### src/rtl/apb_pkg.sv
`default_nettype none
// ============================================================================
// Module   : apb_pkg
// Purpose  : Shared types and constants for the APB3 completer register file.
//            Holds the bus widths, the completer FSM state encoding and the
//            address-window hit helper used by the decoder.
// Ports    : none (package)
// Revision : 1.0  initial release
// ============================================================================
package apb_pkg;

    localparam int APB_ADDR_W = 32;
    localparam int APB_DATA_W = 32;

    typedef enum logic [1:0] {
        ST_IDLE  = 2'd0,
        ST_WAIT  = 2'd1,
        ST_READY = 2'd2
    } apb_state_e;

    // Word-aligned hit inside [base, base + 4*nregs). The upper bound is formed
    // in 33 bits so a window ending exactly at 2^32 does not wrap to zero.
    function automatic logic addr_hit(
        input logic [APB_ADDR_W-1:0] addr,
        input logic [APB_ADDR_W-1:0] base,
        input int unsigned           nregs
    );
        logic [APB_ADDR_W:0] end_addr;
        end_addr = {1'b0, base} + (33'(nregs) << 2);
        return (addr[1:0] == 2'b00) && (addr >= base) && ({1'b0, addr} < end_addr);
    endfunction

endpackage
`default_nettype wire

### src/rtl/apb_regbank.sv
`default_nettype none
// ============================================================================
// Module   : apb_regbank
// Purpose  : NUM_REGS x 32-bit register storage with one synchronous write
//            port and one combinational read port.
// Ports    : clk    in   clock
//            rst    in   synchronous active-high reset (all regs <- RESET_VAL)
//            we     in   write enable
//            waddr  in   write index
//            wdata  in   write data
//            raddr  in   read index
//            rdata  out  read data (combinational)
// Revision : 1.0  initial release
// ============================================================================
module apb_regbank
    import apb_pkg::*;
#(
    parameter int                    NUM_REGS  = 16,
    parameter logic [APB_DATA_W-1:0] RESET_VAL = '0,
    parameter int                    IDX_W     = (NUM_REGS > 1) ? $clog2(NUM_REGS) : 1
) (
    input  logic                  clk,
    input  logic                  rst,
    input  logic                  we,
    input  logic [IDX_W-1:0]      waddr,
    input  logic [APB_DATA_W-1:0] wdata,
    input  logic [IDX_W-1:0]      raddr,
    output logic [APB_DATA_W-1:0] rdata
);

    logic [APB_DATA_W-1:0] r_mem [NUM_REGS];

    always_ff @(posedge clk) begin
        if (rst) begin
            for (int i = 0; i < NUM_REGS; i++) begin
                r_mem[i] <= RESET_VAL;
            end
        end else if (we) begin
            r_mem[waddr] <= wdata;
        end
    end

    assign rdata = r_mem[raddr];

endmodule
`default_nettype wire

### src/rtl/apb_completer_regfile.sv
`default_nettype none
// ============================================================================
// Module   : apb_completer_regfile
// Purpose  : APB3 completer terminating transfers into a word-aligned register
//            window. Decodes PADDR, inserts WAIT_CYCLES wait states, commits
//            writes to the register bank, returns read data and flags
//            out-of-window / misaligned accesses on PSLVERR. All bus outputs
//            are registered.
// Ports    : PCLK     in   clock, all state on rising edge
//            rst      in   synchronous active-high reset
//            PSEL     in   completer select
//            PENABLE  in   access-phase strobe
//            PADDR    in   byte address
//            PWRITE   in   1 = write, 0 = read
//            PWDATA   in   write data
//            PRDATA   out  read data, valid while PREADY = 1
//            PREADY   out  transfer completes when PSEL & PENABLE & PREADY
//            PSLVERR  out  error, valid while PREADY = 1
// Revision : 1.0  initial release
// ============================================================================
module apb_completer_regfile
    import apb_pkg::*;
#(
    parameter logic [APB_ADDR_W-1:0] BASE_ADDR   = 32'h0000_0100,
    parameter int                    NUM_REGS    = 16,
    parameter int                    WAIT_CYCLES = 1,
    parameter logic [APB_DATA_W-1:0] RESET_VAL   = 32'h0
) (
    input  logic                  PCLK,
    input  logic                  rst,
    input  logic                  PSEL,
    input  logic                  PENABLE,
    input  logic [APB_ADDR_W-1:0] PADDR,
    input  logic                  PWRITE,
    input  logic [APB_DATA_W-1:0] PWDATA,
    output logic [APB_DATA_W-1:0] PRDATA,
    output logic                  PREADY,
    output logic                  PSLVERR
);

    localparam int         IDX_W      = (NUM_REGS > 1) ? $clog2(NUM_REGS) : 1;
    localparam logic [3:0] C_CNT_INIT = (WAIT_CYCLES == 0) ? 4'd0 : 4'(WAIT_CYCLES - 1);
    localparam logic       C_ZERO_WAIT = (WAIT_CYCLES == 0);

    apb_state_e            r_state;
    apb_state_e            w_state_nxt;
    logic [3:0]            r_cnt;
    logic [3:0]            w_cnt_nxt;

    // Transfer attributes captured at the setup edge
    logic [IDX_W-1:0]      r_index;
    logic                  r_write;
    logic                  r_hit;
    logic [APB_DATA_W-1:0] r_wdata;

    logic                  w_hit;
    logic [IDX_W-1:0]      w_index;
    logic [IDX_W-1:0]      w_raddr;
    logic [APB_DATA_W-1:0] w_rdata;
    logic                  w_ent_hit;
    logic                  w_ent_write;

    logic                  w_latch;
    logic                  w_commit;
    logic                  w_pready_nxt;
    logic                  w_pslverr_nxt;
    logic [APB_DATA_W-1:0] w_prdata_nxt;

    assign w_hit   = addr_hit(PADDR, BASE_ADDR, NUM_REGS);
    assign w_index = IDX_W'((PADDR - BASE_ADDR) >> 2);

    // With zero wait states READY is entered on the setup edge itself, before
    // the latched copies exist, so the live bus decode feeds the READY entry.
    assign w_ent_hit   = (r_state == ST_IDLE) ? w_hit   : r_hit;
    assign w_ent_write = (r_state == ST_IDLE) ? PWRITE  : r_write;
    assign w_raddr     = (r_state == ST_IDLE) ? w_index : r_index;

    apb_regbank #(
        .NUM_REGS  (NUM_REGS),
        .RESET_VAL (RESET_VAL),
        .IDX_W     (IDX_W)
    ) u_regbank (
        .clk   (PCLK),
        .rst   (rst),
        .we    (w_commit),
        .waddr (r_index),
        .wdata (r_wdata),
        .raddr (w_raddr),
        .rdata (w_rdata)
    );

    always_comb begin
        w_state_nxt   = r_state;
        w_cnt_nxt     = r_cnt;
        w_latch       = 1'b0;
        w_commit      = 1'b0;
        w_pready_nxt  = 1'b0;
        w_pslverr_nxt = 1'b0;
        w_prdata_nxt  = '0;

        case (r_state)
            ST_IDLE: begin
                if (PSEL && !PENABLE) begin
                    w_latch = 1'b1;
                    if (C_ZERO_WAIT) begin
                        w_state_nxt   = ST_READY;
                        w_pready_nxt  = 1'b1;
                        w_pslverr_nxt = !w_ent_hit;
                        w_prdata_nxt  = (!w_ent_write && w_ent_hit) ? w_rdata : '0;
                    end else begin
                        w_state_nxt = ST_WAIT;
                        w_cnt_nxt   = C_CNT_INIT;
                    end
                end
            end

            ST_WAIT: begin
                if (!PSEL) begin
                    w_state_nxt = ST_IDLE;
                end else if (r_cnt == 4'd0) begin
                    w_state_nxt   = ST_READY;
                    w_pready_nxt  = 1'b1;
                    w_pslverr_nxt = !w_ent_hit;
                    w_prdata_nxt  = (!w_ent_write && w_ent_hit) ? w_rdata : '0;
                end else begin
                    w_cnt_nxt = r_cnt - 4'd1;
                end
            end

            ST_READY: begin
                if (PSEL && PENABLE) begin
                    w_commit    = r_write && r_hit;
                    w_state_nxt = ST_IDLE;
                end else if (!PSEL) begin
                    w_state_nxt = ST_IDLE;
                end else begin
                    // Selected but strobe not yet seen: keep the response up.
                    w_pready_nxt  = 1'b1;
                    w_pslverr_nxt = PSLVERR;
                    w_prdata_nxt  = PRDATA;
                end
            end

            default: begin
                w_state_nxt = ST_IDLE;
            end
        endcase
    end

    always_ff @(posedge PCLK) begin
        if (rst) begin
            r_state <= ST_IDLE;
            r_cnt   <= 4'd0;
            r_index <= '0;
            r_write <= 1'b0;
            r_hit   <= 1'b0;
            r_wdata <= '0;
            PREADY  <= 1'b0;
            PSLVERR <= 1'b0;
            PRDATA  <= '0;
        end else begin
            r_state <= w_state_nxt;
            r_cnt   <= w_cnt_nxt;
            PREADY  <= w_pready_nxt;
            PSLVERR <= w_pslverr_nxt;
            PRDATA  <= w_prdata_nxt;
            if (w_latch) begin
                r_index <= w_index;
                r_write <= PWRITE;
                r_hit   <= w_hit;
                r_wdata <= PWDATA;
            end
        end
    end

endmodule
`default_nettype wire
### config.mk
export PLATFORM = sky130hd
export DESIGN_NAME = apb_completer_regfile
export DESIGN_NICKNAME = d
export VERILOG_FILES = /design/src/rtl/apb_pkg.sv /design/src/rtl/apb_regbank.sv /design/src/rtl/apb_completer_regfile.sv
export SDC_FILE = /design/constraint.sdc
export NUM_CORES = 1
export LEC_CHECK = 0
export CAP_MARGIN = 0
export CORE_UTILIZATION = 66
export DETAILED_ROUTE_END_ITERATION = 10
export HOLD_SLACK_MARGIN = 0.02
export PLACE_DENSITY = 0.81
export RECOVER_POWER = 100
export SYNTH_ARGS = -nofsm -noshare
export SYNTH_HDL_FRONTEND = slang
export SYNTH_HIERARCHICAL = 1
export SYNTH_SLANG_ARGS = --single-unit
### constraint.sdc
create_clock -name PCLK -period 4.85 [get_ports PCLK]
set_input_delay 1.2125 -clock PCLK [delete_from_list [all_inputs] [get_ports PCLK]]
set_output_delay 1.2125 -clock PCLK [all_outputs]
set_load 0.02 [all_outputs]
==> impl_metrics.toml <==
[global_route]
grt_max_degree = 53
grt_pass1_wl_um = 103700
antenna_found_initial = 2
gr-total-overflow = 0
track_usage_pct = 35.26
grt_pass1_vias = 16850

[pwr]
p_comb_share_pct = 8.4
p_seq_share_pct = 51.2
vdd_drop_max_mv = 0.3656
p_int_mw = 8.734
clockPowerShare_pct = 40.4
net-switching-power_mw = 2.536
swShare_pct = 22.50
p_leak_nw = 10.87
powerDensity_nw_per_um2 = 377.9

[layout]
final_cell_mix = "512 x edfxtp_1, 332 x and2_1, 181 x and2_0"
nNetsFinal = 1983
drive_gt1_share_pct = 15.31
synthToLayoutAreaGrowth_pct = 13.37
final_common_cell = "edfxtp_1"
fillers = 2246
layout.cells.non_filler = 2480
finalCoreUtilization_pct = 76.46

[setup_path]
required_ns = 5.08
worst_setup_path_end_kind = "flip-flop"
slowest_delay_ns = 0.78
critPathLaunchType = "primary input"
crit_arrival_ns = 4.38
path_class = "primary input to flip-flop"
cp_cell_sequence = "dlygate4sd3_1 > nand3_1 > nor2_1 > nand4bb_1 > nor2_2 > or2_2 > clkbuf_2"
critical_path.max_fanout = 21
cp_slowest_cell = "clkbuf_2"

[floorplanning]
core_area_um2 = 39010
die_area_um2 = 40660
die-height_um = 201.7
initial_utilization_pct = 67.44
ios = 103
die_w_um = 201.7
rows = 72

[clock_network]
numClockSinks = 590
cts_buffer_depth = 3
cts_setup_buffers = 0
clkLatencyLatePin_ns = 0.62
cts_made_buffers = 59
holdBufCountCts = 0
cts_tree = "done"
htreeDepth = 2
cts-root-buf = "clkbuf_16"
cts.clk_slew.worst_paths_ns = 0.06
cts_resized = 0

[yosys]
async_flop_share_pct = 0
seq_area_frac_synth_pct = 64.38
ys_seq_elements = 590
synth_ff_type = "edfxtp_1"
synth.avg_cell_area_um2 = 14.21
syn_inst = 1851
ys_warn_count = 6
synth_cell_types = 46
synth_edf_count = 512
synth_area_um2 = 26310
synth_nets = 1924

[routing]
first_iter_violations = 2058
vias = 16440
routedWlPerCell_um = 28.15
wirelength_um = 69810
vias_per_cell = 6.631
drc = 0
dr.pass1.iters = 6
final_antenna_net_count = 0

[run]
cap_violations = 2

[timing]
tightest_slew_ns = 2.136
max_freq_ghz = 0.2410
max_slew_margin_pct = -42.40
fin_setup_tns_ns = 0
drv_slew = 69
finalWorstSetupSlack_ns = 0.7009
setup_viol = 0
clock_skew_ns = 0.01522
fin_crit_ns = 4.149
final_hold_viol_count = 0
timing.hold.ws_ns = 0.5166
grt_setup_unrepaired = "no"
finalCritPeriodShare_pct = 85.55

[placement]
dp.cells = 2367
portBuffers = 102
dp_hpwl_um = 39720
place_ws_ns = 0.7349
gp_congestion = 0.8440

[status]
violations = "max-capacitance violations, max-slew violations"
status = "complete, but fails checks"

[hold_path]
min-delay-path-class = "flip-flop to flip-flop"
## stage by stage
stage	power, mW	cell area [um2]
after floorplan	6.424	26310
after global placement	6.775	28030
after detailed placement	6.809	28030
after CTS	11.29	29990
after global routing	11.56	29820
final	11.27	29820
## cell usage after synthesis (all sizes together) (7+ instances only)
library cell | instances | area, um2
nor2 | 16 | 67.57
nor4 | 7 | 58.81
a22oi | 64 | 480.5
or2 | 17 | 106.4
and2 | 513 | 3209
nand2 | 146 | 548.0
nand4 | 37 | 231.5
dfxtp | 78 | 1562
a21o | 35 | 262.8
buf | 42 | 221.5
edfxtp | 512 | 15370
clkbuf | 121 | 454.2
mux4 | 128 | 2883
a21oi | 76 | 380.4
## final timing paths
path	startpoint	slack (ns)	cells past startpoint	endpoint
worst max-delay path	PSEL	0.70	7	u_regbank/r_mem[9][2]$_SDFFCE_PN0P_
worst min-delay path	PSLVERR$_SDFFE_PP0P_	0.52	2	PSLVERR$_SDFFE_PP0P_
worst max register to register	r_state[1]$_SDFFE_PP0P_	1.35	10	PRDATA[28]$_SDFFE_PP0P_
worst min register to register	PSLVERR$_SDFFE_PP0P_	0.52	2	PSLVERR$_SDFFE_PP0P_
## power by group through the flow
stage / Clock (mW) / Combinational [mW] / Sequential (mW)
6_report: 4.55 / 0.948 / 5.77
5_1_grt: 4.78 / 0.990 / 5.79
4_1_cts: 4.58 / 0.946 / 5.77
3_5_place_dp: 0 / 0.939 / 5.87
3_3_place_gp: 0 / 0.920 / 5.85
2_1_floorplan: 0 / 0.620 / 5.80
## registers in the layout (all words and copies together), names as in the netlist
register and cells:
PREADY 1, r_index 4, u_regbank/r_mem 512, r_cnt 4, PSLVERR 1, r_write 1
PRDATA 32, r_state 2, r_wdata 32, r_hit 1
## critical path, delay by kind of cell
kind	cells	cell delay [ns]
AND/OR/NAND/NOR	5	1.60
buffers and inverters	2	1.54
## layer usage
| metal | routed length (um) | vias to the layer above | track usage [%] |
|---|---|---|---|
| li1 | - | 6899 | - |
| met5 | 0 | - | 0 |
| met2 | 34120 | 1122 | 58.52 |
| met4 | 2787 | 0 | 15.37 |
| met1 | 24670 | 8216 | 44.97 |
| met3 | 8224 | 207 | 7.904 |
## area by class of cell
type	count	area [um2]	area share, %
Sequential cell	590	16940	56.79
Clock inverter	24	221.5	0.7425
Clock buffer	87	1734	5.814
Multi-Input combinational cell	1092	8695	29.15
Tap cell	518	648.1	2.173
Inverter	6	22.52	0.07551
Antenna cell	2	5.005	0.01678
Timing Repair Buffer	161	1563	5.240
## kinds of logic after synthesis
family | after synthesis | synth area share (%)
AO/OA/AOI/OAI | 186 | 4.542
adder cells (fa/ha/maj) | 4 | 0.1902
buffers and inverters | 169 | 2.654
AND/OR/NAND/NOR | 769 | 17.07
multiplexers | 133 | 11.17
flip-flops | 590 | 64.38
Power figures use the tool's default switching activity.
